[src/rtl/move_core.sv]
// move_core: single-instruction (move) processor core.
// Each 16-bit instruction moves a source value (a 7-bit immediate or the value
// read at address S) to the destination address D. The address space holds the
// data registers, the PC, the pin channels, a free-running cycle counter and a
// halt trigger.
// Ports:
//   clk, rst                      clock; synchronous active-high reset
//   pc                            registered instruction address
//   instruction, instr_valid      fetched word for pc and its valid flag
//   pin_in, pin_in_valid          packed input channels and their data-available flags
//   pin_in_ack                    pulse in the cycle a channel input is consumed
//   pin_out, pin_out_strobe       registered output channels and their write pulses
//   halted                        core is in HALT
module move_core #(
  parameter int unsigned BITNESS = 16,
  parameter int unsigned NDREGS  = 32,
  parameter int unsigned NPIN    = 2
) (
  input  logic                    clk,
  input  logic                    rst,
  output logic [BITNESS-1:0]      pc,
  input  logic [15:0]             instruction,
  input  logic                    instr_valid,
  input  logic [NPIN*BITNESS-1:0] pin_in,
  input  logic [NPIN-1:0]         pin_in_valid,
  output logic [NPIN-1:0]         pin_in_ack,
  output logic [NPIN*BITNESS-1:0] pin_out,
  output logic [NPIN-1:0]         pin_out_strobe,
  output logic                    halted
);

  localparam int unsigned RAW    = $clog2(NDREGS);
  localparam logic [6:0]  A_PC   = 7'h40;
  localparam logic [6:0]  A_PIN0 = 7'h41;
  localparam logic [6:0]  A_CNT  = 7'h43;
  localparam logic [6:0]  A_HALT = 7'h7F;

  typedef enum logic {ST_RUN, ST_HALT} state_e;

  state_e             state_q, state_d;
  logic [BITNESS-1:0] pc_q, pc_d;
  logic [BITNESS-1:0] cnt_q, cnt_d;
  logic [BITNESS-1:0] regs_q [NDREGS];
  logic [BITNESS-1:0] regs_d [NDREGS];
  logic [BITNESS-1:0] pout_q [NPIN];
  logic [BITNESS-1:0] pout_d [NPIN];
  logic [NPIN-1:0]    strobe_q, strobe_d;
  logic [NPIN-1:0]    ack_c;

  logic               i1, i0;
  logic [6:0]         d_addr, s_addr;
  logic [BITNESS-1:0] rd_val, src_val, wr_val;
  logic [NPIN-1:0]    src_pin;
  logic               pin_stall, commit;

  assign {i1, d_addr, i0, s_addr} = instruction;

  // Source read mux; channels beyond NPIN never match, so they read 0 and never stall.
  always_comb begin : read_mux
    rd_val  = '0;
    src_pin = '0;
    if (s_addr[6:5] == 2'b00) begin
      rd_val = regs_q[RAW'(s_addr[4:0])];
    end else if (s_addr == A_PC) begin
      rd_val = pc_q + BITNESS'(1);
    end else if (s_addr == A_CNT) begin
      rd_val = cnt_q;
    end
    for (int c = 0; c < int'(NPIN); c++) begin
      if (s_addr == 7'(int'(A_PIN0) + c)) begin
        rd_val     = pin_in[c*BITNESS +: BITNESS];
        src_pin[c] = ~i0;
      end
    end
  end

  assign src_val   = i0 ? BITNESS'(s_addr) : rd_val;
  assign pin_stall = |(src_pin & ~pin_in_valid);
  // Clear idiom: register-sourced move with i1 set and S == D writes zero.
  assign wr_val    = (!i0 && i1 && (s_addr == d_addr)) ? '0 : src_val;
  assign commit    = !rst && (state_q == ST_RUN) && instr_valid && !pin_stall;

  // Next-state logic: counter runs in RUN even while stalled; commit writes D and advances pc.
  always_comb begin : next_state
    state_d  = state_q;
    pc_d     = pc_q;
    cnt_d    = cnt_q;
    regs_d   = regs_q;
    pout_d   = pout_q;
    strobe_d = '0;
    ack_c    = '0;
    if (state_q == ST_RUN) begin
      cnt_d = cnt_q + BITNESS'(1);
    end
    if (commit) begin
      pc_d  = pc_q + BITNESS'(1);
      ack_c = src_pin;
      if (d_addr[6:5] == 2'b00) begin
        regs_d[RAW'(d_addr[4:0])] = wr_val;
      end else if (d_addr == A_PC) begin
        pc_d = wr_val;
      end else if (d_addr == A_HALT) begin
        state_d = ST_HALT;
      end
      for (int c = 0; c < int'(NPIN); c++) begin
        if (d_addr == 7'(int'(A_PIN0) + c)) begin
          pout_d[c]   = wr_val;
          strobe_d[c] = 1'b1;
        end
      end
    end
  end

  // State registers with synchronous reset.
  always_ff @(posedge clk) begin
    if (rst) begin
      state_q  <= ST_RUN;
      pc_q     <= '0;
      cnt_q    <= '0;
      strobe_q <= '0;
      for (int i = 0; i < int'(NDREGS); i++) regs_q[i] <= '0;
      for (int c = 0; c < int'(NPIN); c++) pout_q[c] <= '0;
    end else begin
      state_q  <= state_d;
      pc_q     <= pc_d;
      cnt_q    <= cnt_d;
      strobe_q <= strobe_d;
      regs_q   <= regs_d;
      pout_q   <= pout_d;
    end
  end

  // Output packing.
  always_comb begin : out_pack
    pin_out = '0;
    for (int c = 0; c < int'(NPIN); c++) pin_out[c*BITNESS +: BITNESS] = pout_q[c];
  end

  assign pc             = pc_q;
  assign halted         = (state_q == ST_HALT);
  assign pin_in_ack     = ack_c;
  assign pin_out_strobe = strobe_q;

endmodule

[config.mk]
export PLATFORM = sky130hd
export DESIGN_NAME = move_core
export DESIGN_NICKNAME = d
export VERILOG_FILES = /design/src/rtl/move_core.sv
export SDC_FILE = /design/constraint.sdc
export NUM_CORES = 1
export LEC_CHECK = 0
export BUFFER_PORTS_ARGS = -buffer_cell sky130_fd_sc_hd__buf_2
export CAP_MARGIN = 20
export CELL_PAD_IN_SITES_DETAIL_PLACEMENT = 1
export CELL_PAD_IN_SITES_GLOBAL_PLACEMENT = 2
export CORE_MARGIN = 1.5
export CORE_UTILIZATION = 45
export CTS_BUF_LIST = sky130_fd_sc_hd__clkbuf_4
export DETAILED_ROUTE_END_ITERATION = 6
export PLACE_DENSITY = 0.95
export SLEW_MARGIN = 40
export SYNTH_ARGS = -nofsm -noshare
export SYNTH_HDL_FRONTEND = slang
export SYNTH_SLANG_ARGS = --single-unit
[constraint.sdc]
create_clock -name clk -period 7.12 [get_ports clk]
set_input_delay 0.356 -clock clk [delete_from_list [all_inputs] [get_ports clk]]
set_output_delay 0.356 -clock clk [all_outputs]
set_load 0.02 [all_outputs]
# After elaboration in Yosys (flattened, before gate mapping)
# Index checks and enable logic that the tools add are counted.
# Widths: inputs -> output; s select.
# classes
add_sub_neg	2
magnitude_cmp	3
n_eq_ne	9
muxes	20
n_bitwise	9
reduce_logical	17
# ops
cell	count
$bwmux 512	1
$mux 16	12
$bmux 16 s5	1
$demux 16 s5	1
$eq 7x7->1 const B	8
$add 16x1->16 const B	2
$ge 6x6->1 const B	2
$not 5->6	2
$eq 7x7->1	1
$logic_and 1x1->1	6
$lt 6x1->1 const B	1
$reduce_and 2->1	3
$not 1->1	5
$logic_not 2->1	2
$mux 1	4
$reduce_and 4->1	1
$reduce_or 2->1	2
$logic_not 1->1	3
$and 2x2->2	1
$mux 2	1
$not 2->2	1
# totals
ff_bits	579
input_bits	53
output_inout_bits	53
word_cells	98

# Longest topological paths before layout
# Gate-level depths: netlist of the first run.
# logic_depth
word_depth	11
mapped_depth	13
mapped_depth_nobuf	8

# Worst setup path before layout of the first run
# No wires, ideal clock.
# synth_path
kind	reg-to-reg
from	register pc_q[0] (netlist: pc[0])
to	register regs_q[12] (netlist bit)
setup_time_ns	0.080
t_arrival_ns	2.588
t_required_ns	7.040
path_slack_ns	4.452
path_stages_with_launch	11
n_path_buf	2
synth_period_minus_slack_ns	2.668
path_cell_list	dfxtp_1 -> ha_1 -> nand3_1 -> nor3_1 -> and3_1 -> xor2_1 -> a221oi_1 -> o32a_1 -> buf_6 -> buf_6 -> a211oi_2
# synth_via
elab_chain_len	8
# synth_rtl
element	line	source
from (decl)	41	logic [BITNESS-1:0] pc_q, pc_d;
from (signal assigned)	125	pc_q <= pc_d;
$add 16x1->16	65	rd_val = pc_q + BITNESS'(1);
$mux 16	64	end else if (s_addr == A_PC) begin
$mux 16	62	if (s_addr[6:5] == 2'b00) begin
$mux 16 (2 in a row)	70	if (s_addr == 7'(int'(A_PIN0) + c)) begin
$mux 16	77	assign src_val = i0 ? BITNESS'(s_addr) : rd_val;
$mux 16	80	assign wr_val = (!i0 && i1 && (s_addr == d_addr)) ? '0 : src_val;
$bwmux 512	99	regs_d[RAW'(d_addr[4:0])] = wr_val;
to (signal assigned)	128	regs_q <= regs_d;
to (decl)	43	logic [BITNESS-1:0] regs_q [NDREGS];
# No other way between the ends.
# A chain may end at the register's enable or synchronous reset.

# Worst setup path in the final report of the first run
# layout_path
from	register pc_q[0] (netlist: pc[0])
to	register regs_q[510] (netlist bit)
# Same word-level chain as after synthesis.

==> metrics.csv, run 1 <==
stage,metric,value,unit
status,status,"finished, final reports clean",
clocking,cts-hold-fix-buffers,8,
clocking,cts-resized-gates,0,
floorplanning,core,56710,um^2
setup_path,crit_chain,ha_1 > nand3_1 > nor4_1 > xnor2_1 > a221oi_1 > o22ai_1 > nand2_1 > buf_4 > a211oi_1,
detailed_routing,drt_iter0_markers,1981,
global_routing,grt-busiest-layer,met2,
layout,drive_gt1_share,23.19,%
place,placed_cell_area,26950,um^2
sta,fin_ws,3.193,ns
setup_path,crit_path_max_fanout,32,
layout,nets,2771,
sta,finClkSkew,0.05915,ns
worst_hold_path,hp-start,pin_in[1],
setup_path,slowest_stage,a221oi_1,
clocking,root_buffer,clkbuf_4,
clocking,numCtsBuffers,152,
setup_path,crit_required,7.98,ns
detailed_routing,vias,22343,
floorplanning,die-area,59190,um^2
global_routing,met1_usage,39.04,%
clocking,clk_path_buf_depth,3,
clocking,h-tree-depth,4,
logic_synthesis,synth_cells,2675,
sta,finalSetupViolCount,0,
place,dpl_worst_slack,2.713,ns
logic_synthesis,synth-seq-cells,579,
logic_synthesis,synth_top_family_by_area,compound AO/OA/AOI/OAI gates,
clocking,clkSlewWorstSetupHoldPaths,0.08,ns
power_and_ir_drop,power_density,227.8,nW/um^2
setup_path,r2r_setup_slack,3.19,ns
global_routing,grt.total_usage,30.68,%
logic_synthesis,yosys.area_share.simple,13.46,%
logic_synthesis,avgSynthCellArea,9.713,um^2
layout,fillers,6396,
detailed_routing,post_drt_wl_per_cell,25.55,um
layout,area_delta_synth_final,11.26,%
detailed_routing,first_pass_iters,6,
logic_synthesis,synth_xor_area_share,1.045,%
detailed_routing,viasPerCell,6.255,
detailed_routing,routed_wl,91260,um
clocking,cts_setup_buffers,0,
sta,rsz0062_at_grt,false,
global_routing,grt_max_degree,139,
sta,drv_slew,0,
logic_synthesis,syn_nets,2730,
logic_synthesis,synthMuxAreaShare,14.78,%
power_and_ir_drop,total_power,6.586,mW
setup_path,start_kind,flop,
setup_path,cp_data_arrival_time,4.79,ns
logic_synthesis,ys_types,80,
floorplanning,ios,106,
logic_synthesis,synth_compound_area_share,20.01,%
logic_synthesis,seq_area_frac_synth,44.61,%
worst_hold_path,worstHoldPathType,primary input to flop,
place,port_buffers,105,
setup_path,critPathMaxStageDelay,0.69,ns
sta,max_freq,254.7,MHz
place,dp_cells,3309,
setup_path,crit_type,flop to flop,
layout,stdcell_count,3572,
floorplanning,fp-row-count,87,
clocking,cts_sinks,579,
logic_synthesis,synth_edf_count,0,
place,place_congestion,0.9590,
setup_path,critPathLaunch,pc[0],
sta,worst_pin_slew,0.8925,ns
run,drv_cap,0,
floorplanning,dieHeight,243.3,um
clocking,insertion_delay,1.03,ns
layout,final_area,28910,um^2
layout,post-route-util,50.97,%
global_routing,grt_pass1_vias,23440,
logic_synthesis,yosys_warnings,0,
setup_path,worstReg2RegStart,pc[0],
sta,holdWs,0.07124,ns
power_and_ir_drop,p_leak,9.292,nW
logic_synthesis,synth_fa_ha_area_share,0.09631,%
logic_synthesis,ys_async_sr_fraction,0,%
detailed_routing,drc,0,
global_routing,grtUsageMet3,6.092,%
global_routing,grt_pass1_wl,139200,um
floorplanning,start_util,45.81,%
floorplanning,die_x,243.3,um
global_routing,use_met2,49.03,%
clocking,cts_tree,yes,
sta,final_hold_viol_count,0,
power_and_ir_drop,peakVddDrop,159.9,uV
logic_synthesis,syn_area,25980,um^2
setup_path,endpoint_kind,flop,
detailed_routing,ant_nets,0,
logic_synthesis,synth_flop_cell,dfxtp_1,
global_routing,overflow,0,
sta,min_period,3.927,ns
place,place_hpwl,59050,um
sta,maxSlewHeadroom,40.50,%
global_routing,antenna_found_initial,2,
sta,fin_crit_sh,55.15,%
sta,tns,0,ns
-- cell usage in the layout (no fill, tap or decap), drive strengths merged, types with 4 or more instances in the layout --
cell / instances
a211oi: 447
a21oi: 77
a221oi: 8
a22oi: 13
a31oi: 6
a32oi: 4
and2: 11
and3: 5
buf: 175
clkbuf: 217
clkinv: 24
dfxtp: 579
diode: 5
dlygate4sd3: 8
inv: 14
mux2: 14
mux2i: 89
mux4: 124
nand2: 88
nand2b: 10
nand3: 30
nand3b: 9
nand4: 9
nor2: 595
nor2b: 9
nor3: 24
nor3b: 6
nor4: 6
o211ai: 12
o21ai: 86
o221ai: 11
o22ai: 14
o31ai: 6
or3: 4
xnor2: 13
xor2: 18
-- worst max-delay path, delay by kind of cell, from the launching register on --
kind | cells | cell delay (ns)
and+or+nand+nor | 3 | 1.18
AOI/OAI and AO/OA | 3 | 1.09
DFF | 1 | 0.52
buffers and inverters | 1 | 0.50
adders and majority gates | 1 | 0.31
xor gates and xnor gates | 1 | 0.15
-- path summary, 6_finish.rpt --
kind,end,cells after the start
hold reg to reg,regs_q[169],2
setup / recovery,regs_q[510],9
setup reg to reg,regs_q[510],9
hold / removal,regs_q[481],4
-- flip-flops by register name, indices dropped and copies added (netlist names) --
name and count:
regs_q 512, pin_out 32, cnt_q 16, pc 16
pin_out_strobe 2, halted 1
-- area by class of cell --
class	instances	area (um^2)	share of cell area (%)
Multi-Input combinational cell	1788	13050	45.14
Sequential cell	579	11590	40.10
Clock buffer	216	1622	5.609
Timing Repair Buffer	184	1421	4.917
Tap cell	756	945.9	3.272
Clock inverter	33	224.0	0.7748
Inverter	11	41.29	0.1428
Antenna cell	5	12.51	0.04328
-- cells in the mapped netlist (12+ instances only) --
cell      number  area, um^2
nor3_1        20       100.1
mux2_2        14       157.7
buf_6         19       214.0
clkbuf_1     147       551.8
buf_2         88       440.4
nand2_1       88       330.3
xnor2_1       13       113.9
dfxtp_1      579       11590
mux4_2       124        2793
mux2i_1       89       890.9
nand3_1       29       145.1
a21oi_1       71       355.3
a211oi_2      36       450.4
buf_4         36       270.3
o211ai_1      12       90.09
o21ai_0       84       420.4
nor2_1       592        2222
xor2_1        18       157.7
o22ai_1       13       81.33
a211oi_1     411        3085
-- report_power, final --
group | internal (mW) | leakage, nW | switching (mW)
clock network | 1.49 | 1.09 | 1.42
logic | 0.116 | 3.54 | 0.304
registers | 3.25 | 4.66 | 0.00779
-- kinds of logic (layout without fill, tap and decap cells) --
family | after synthesis | after routing
compound gates | 705 | 705
xor+xnor | 31 | 31
fa+ha+maj | 2 | 2
buf+inv | 308 | 444
flops | 579 | 579
mux | 227 | 227
other cells | 0 | 5
simple gates | 823 | 823
-- routing by layer --
layer  up-vias  wire (um)
li1       9912          -
met1     11312      37980
met2       881      42720
met3       238       6539
met4         0       4029
met5         -          0
(Power assumes the default switching activity.)
==> run 2: changes to the inputs <==
Settings changed: CORE_UTILIZATION 45 to 42, PLACE_DENSITY 0.95 to 0.92.
Clock period 7.12 ns to 3.98 ns, I/O delays scaled along.
==> run 2 against run 1 <==
  * Combinational power grew 95%
  * Cell area rose by 2.9%
  * Sequential share of layout area decreased by 1.1 points
  * Flip-flop and latch count stayed put
  * Power up 83%
  * Core utilization is 2.0 points lower
  * Routed wire length up 2.7%
  * Register-to-register slack worse by 2.8 ns
==> metrics.csv, run 2 (synthesis results as in run 1) <==
stage,metric,value,unit
sta,finalSetupViolCount,0,
power_and_ir_drop,peakVddDrop,301.7,uV
detailed_routing,viasPerCell,6.094,
setup_path,slowest_stage,nor4_1,
detailed_routing,vias,22615,
setup_path,crit_chain,ha_1 > nand3_1 > nor4_1 > xnor2_1 > a221oi_1 > buf_4 > o22ai_1 > dlygate4sd3_1 > nand2_1 > buf_12 > a211oi_1,
sta,maxSlewHeadroom,44.34,%
floorplanning,start_util,42.81,%
global_routing,grt_max_degree,109,
detailed_routing,drc,0,
clocking,clkSlewWorstSetupHoldPaths,0.07,ns
setup_path,critPathBufInv,3,
sta,tns,0,ns
sta,max_freq,275.7,MHz
setup_path,worstReg2RegStart,pc[0],
global_routing,grt_pass1_wl,144300,um
global_routing,overflow,0,
global_routing,antenna_found_initial,5,
layout,post-route-util,49.00,%
sta,rsz0062_at_grt,false,
setup_path,critPathMaxStageDelay,0.74,ns
setup_path,crit_path_max_fanout,28,
setup_path,r2r_cells,11,
floorplanning,fp-row-count,90,
layout,final_cell_mix,"dfxtp_1, nor2_1, a211oi_1, clkbuf_4, mux4_2",
power_and_ir_drop,p_leak,9.745,nW
sta,drv_slew,0,
setup_path,cp.depth,11,
place,place_congestion,0.9873,
worst_hold_path,hold_depth,5,
clocking,h-tree-depth,4,
setup_path,start_kind,flop,
setup_path,endpoint_kind,flop,
worst_hold_path,worstHoldPathType,primary input to flop,
floorplanning,ios,106,
sta,final_hold_viol_count,0,
global_routing,grt_pass1_vias,23808,
setup_path,cp_data_arrival_time,4.52,ns
sta,fin_crit_sh,91.14,%
detailed_routing,first_pass_iters,6,
place,place_hpwl,60330,um
layout,area_delta_synth_final,14.46,%
worst_hold_path,hp-start,instruction[7],
run,drv_cap,0,
clocking,numCtsBuffers,156,
place,port_buffers,105,
clocking,cts_sinks,579,
setup_path,path_delay_family,simple AND/OR/NAND/NOR gates,
detailed_routing,post_drt_wl_per_cell,25.26,um
sta,fin_ws,0.3525,ns
floorplanning,dieHeight,251.7,um
place,dpl_worst_slack,0.6159,ns
floorplanning,die_x,251.7,um
detailed_routing,routed_wl,93750,um
clocking,clk_path_buf_depth,3,
layout,nets,2857,
clocking,root_buffer,clkbuf_4,
layout,drive_gt1_share,24.50,%
layout,largest_reg_flops,512,
sta,worst_pin_slew,0.8273,ns
detailed_routing,drt_iter0_markers,2029,
layout,regMostFlops,regs_q,
sta,min_period,3.627,ns
floorplanning,core,60700,um^2
status,status,"finished, final reports clean",
layout,layout_commonest_cell,dfxtp_1,
clocking,insertion_delay,1.08,ns
setup_path,critPathLaunch,pc[0],
global_routing,grt.total_usage,29.88,%
layout,fillers,6813,
sta,finClkSkew,0.07082,ns
clocking,cts_setup_buffers,0,
clocking,cts_tree,yes,
setup_path,crit_type,flop to flop,
setup_path,crit_required,4.87,ns
power_and_ir_drop,power_density,404.5,nW/um^2
floorplanning,die-area,63360,um^2
detailed_routing,ant_nets,0,
[run 2: worst paths after layout]
kind	to	slack, ns
max	regs_q[350]	0.35
min	halted	0.08
max reg2reg	regs_q[350]	0.35
min reg2reg	regs_q[345]	0.48
[run 2: timing repair]
item	in CTS	in global routing
setup endpoints to repair	0	0
hold buffers	41	0
hold endpoints to repair	355	0
gates resized for setup	0	0
[run 2: per-stage QoR]
step / instance area [um^2] / power (mW) / hold WS (ns) / cells
after floorplan: 25980 / 6.431 / 0.4463 / 2675
after global placement: 27260 / 6.707 / 0.4579 / 3383
after detailed placement: 27300 / 6.724 / 0.4700 / 3384
after CTS: 29690 / 12.11 / 0.005430 / 3703
after global routing: 29730 / 12.51 / 0.05396 / 3709
final: 29740 / 12.03 / 0.07910 / 3711
[run 2: area by class of cell]
type	count	area (um^2)	area share, %
antenna	7	17.52	0.05890
timing repair buffer	266	2143	7.207
sequential	579	11590	38.98
multi-input combinational	1788	12980	43.66
clock inverter	50	272.8	0.9172
inverter	11	41.29	0.1388
tap	782	978.4	3.290
clock buffer	228	1712	5.756
[run 2: tightest hold or removal path, stage by stage]
cell and delay [ns]:
buf_2 0.23, o21ba_2 0.34, nor2_1 0.12, a21oi_1 0.15, nor2_1 0.05
[run 2: power breakdown]
part	internal (mW)	total [mW]	leakage, nW	switching (mW)
registers	5.81	5.82	4.66	0.0146
clock network	2.72	5.39	1.16	2.67
logic	0.255	0.820	3.92	0.565
total	8.78	12.0	9.75	3.25
[run 2: routing by layer]
layer  GRT usage, %  part of all wire, %
met1          38.97                   42
met2          47.26                   47
met3          6.696                  7.8
met4          13.56                  3.6
met5              0                0.029
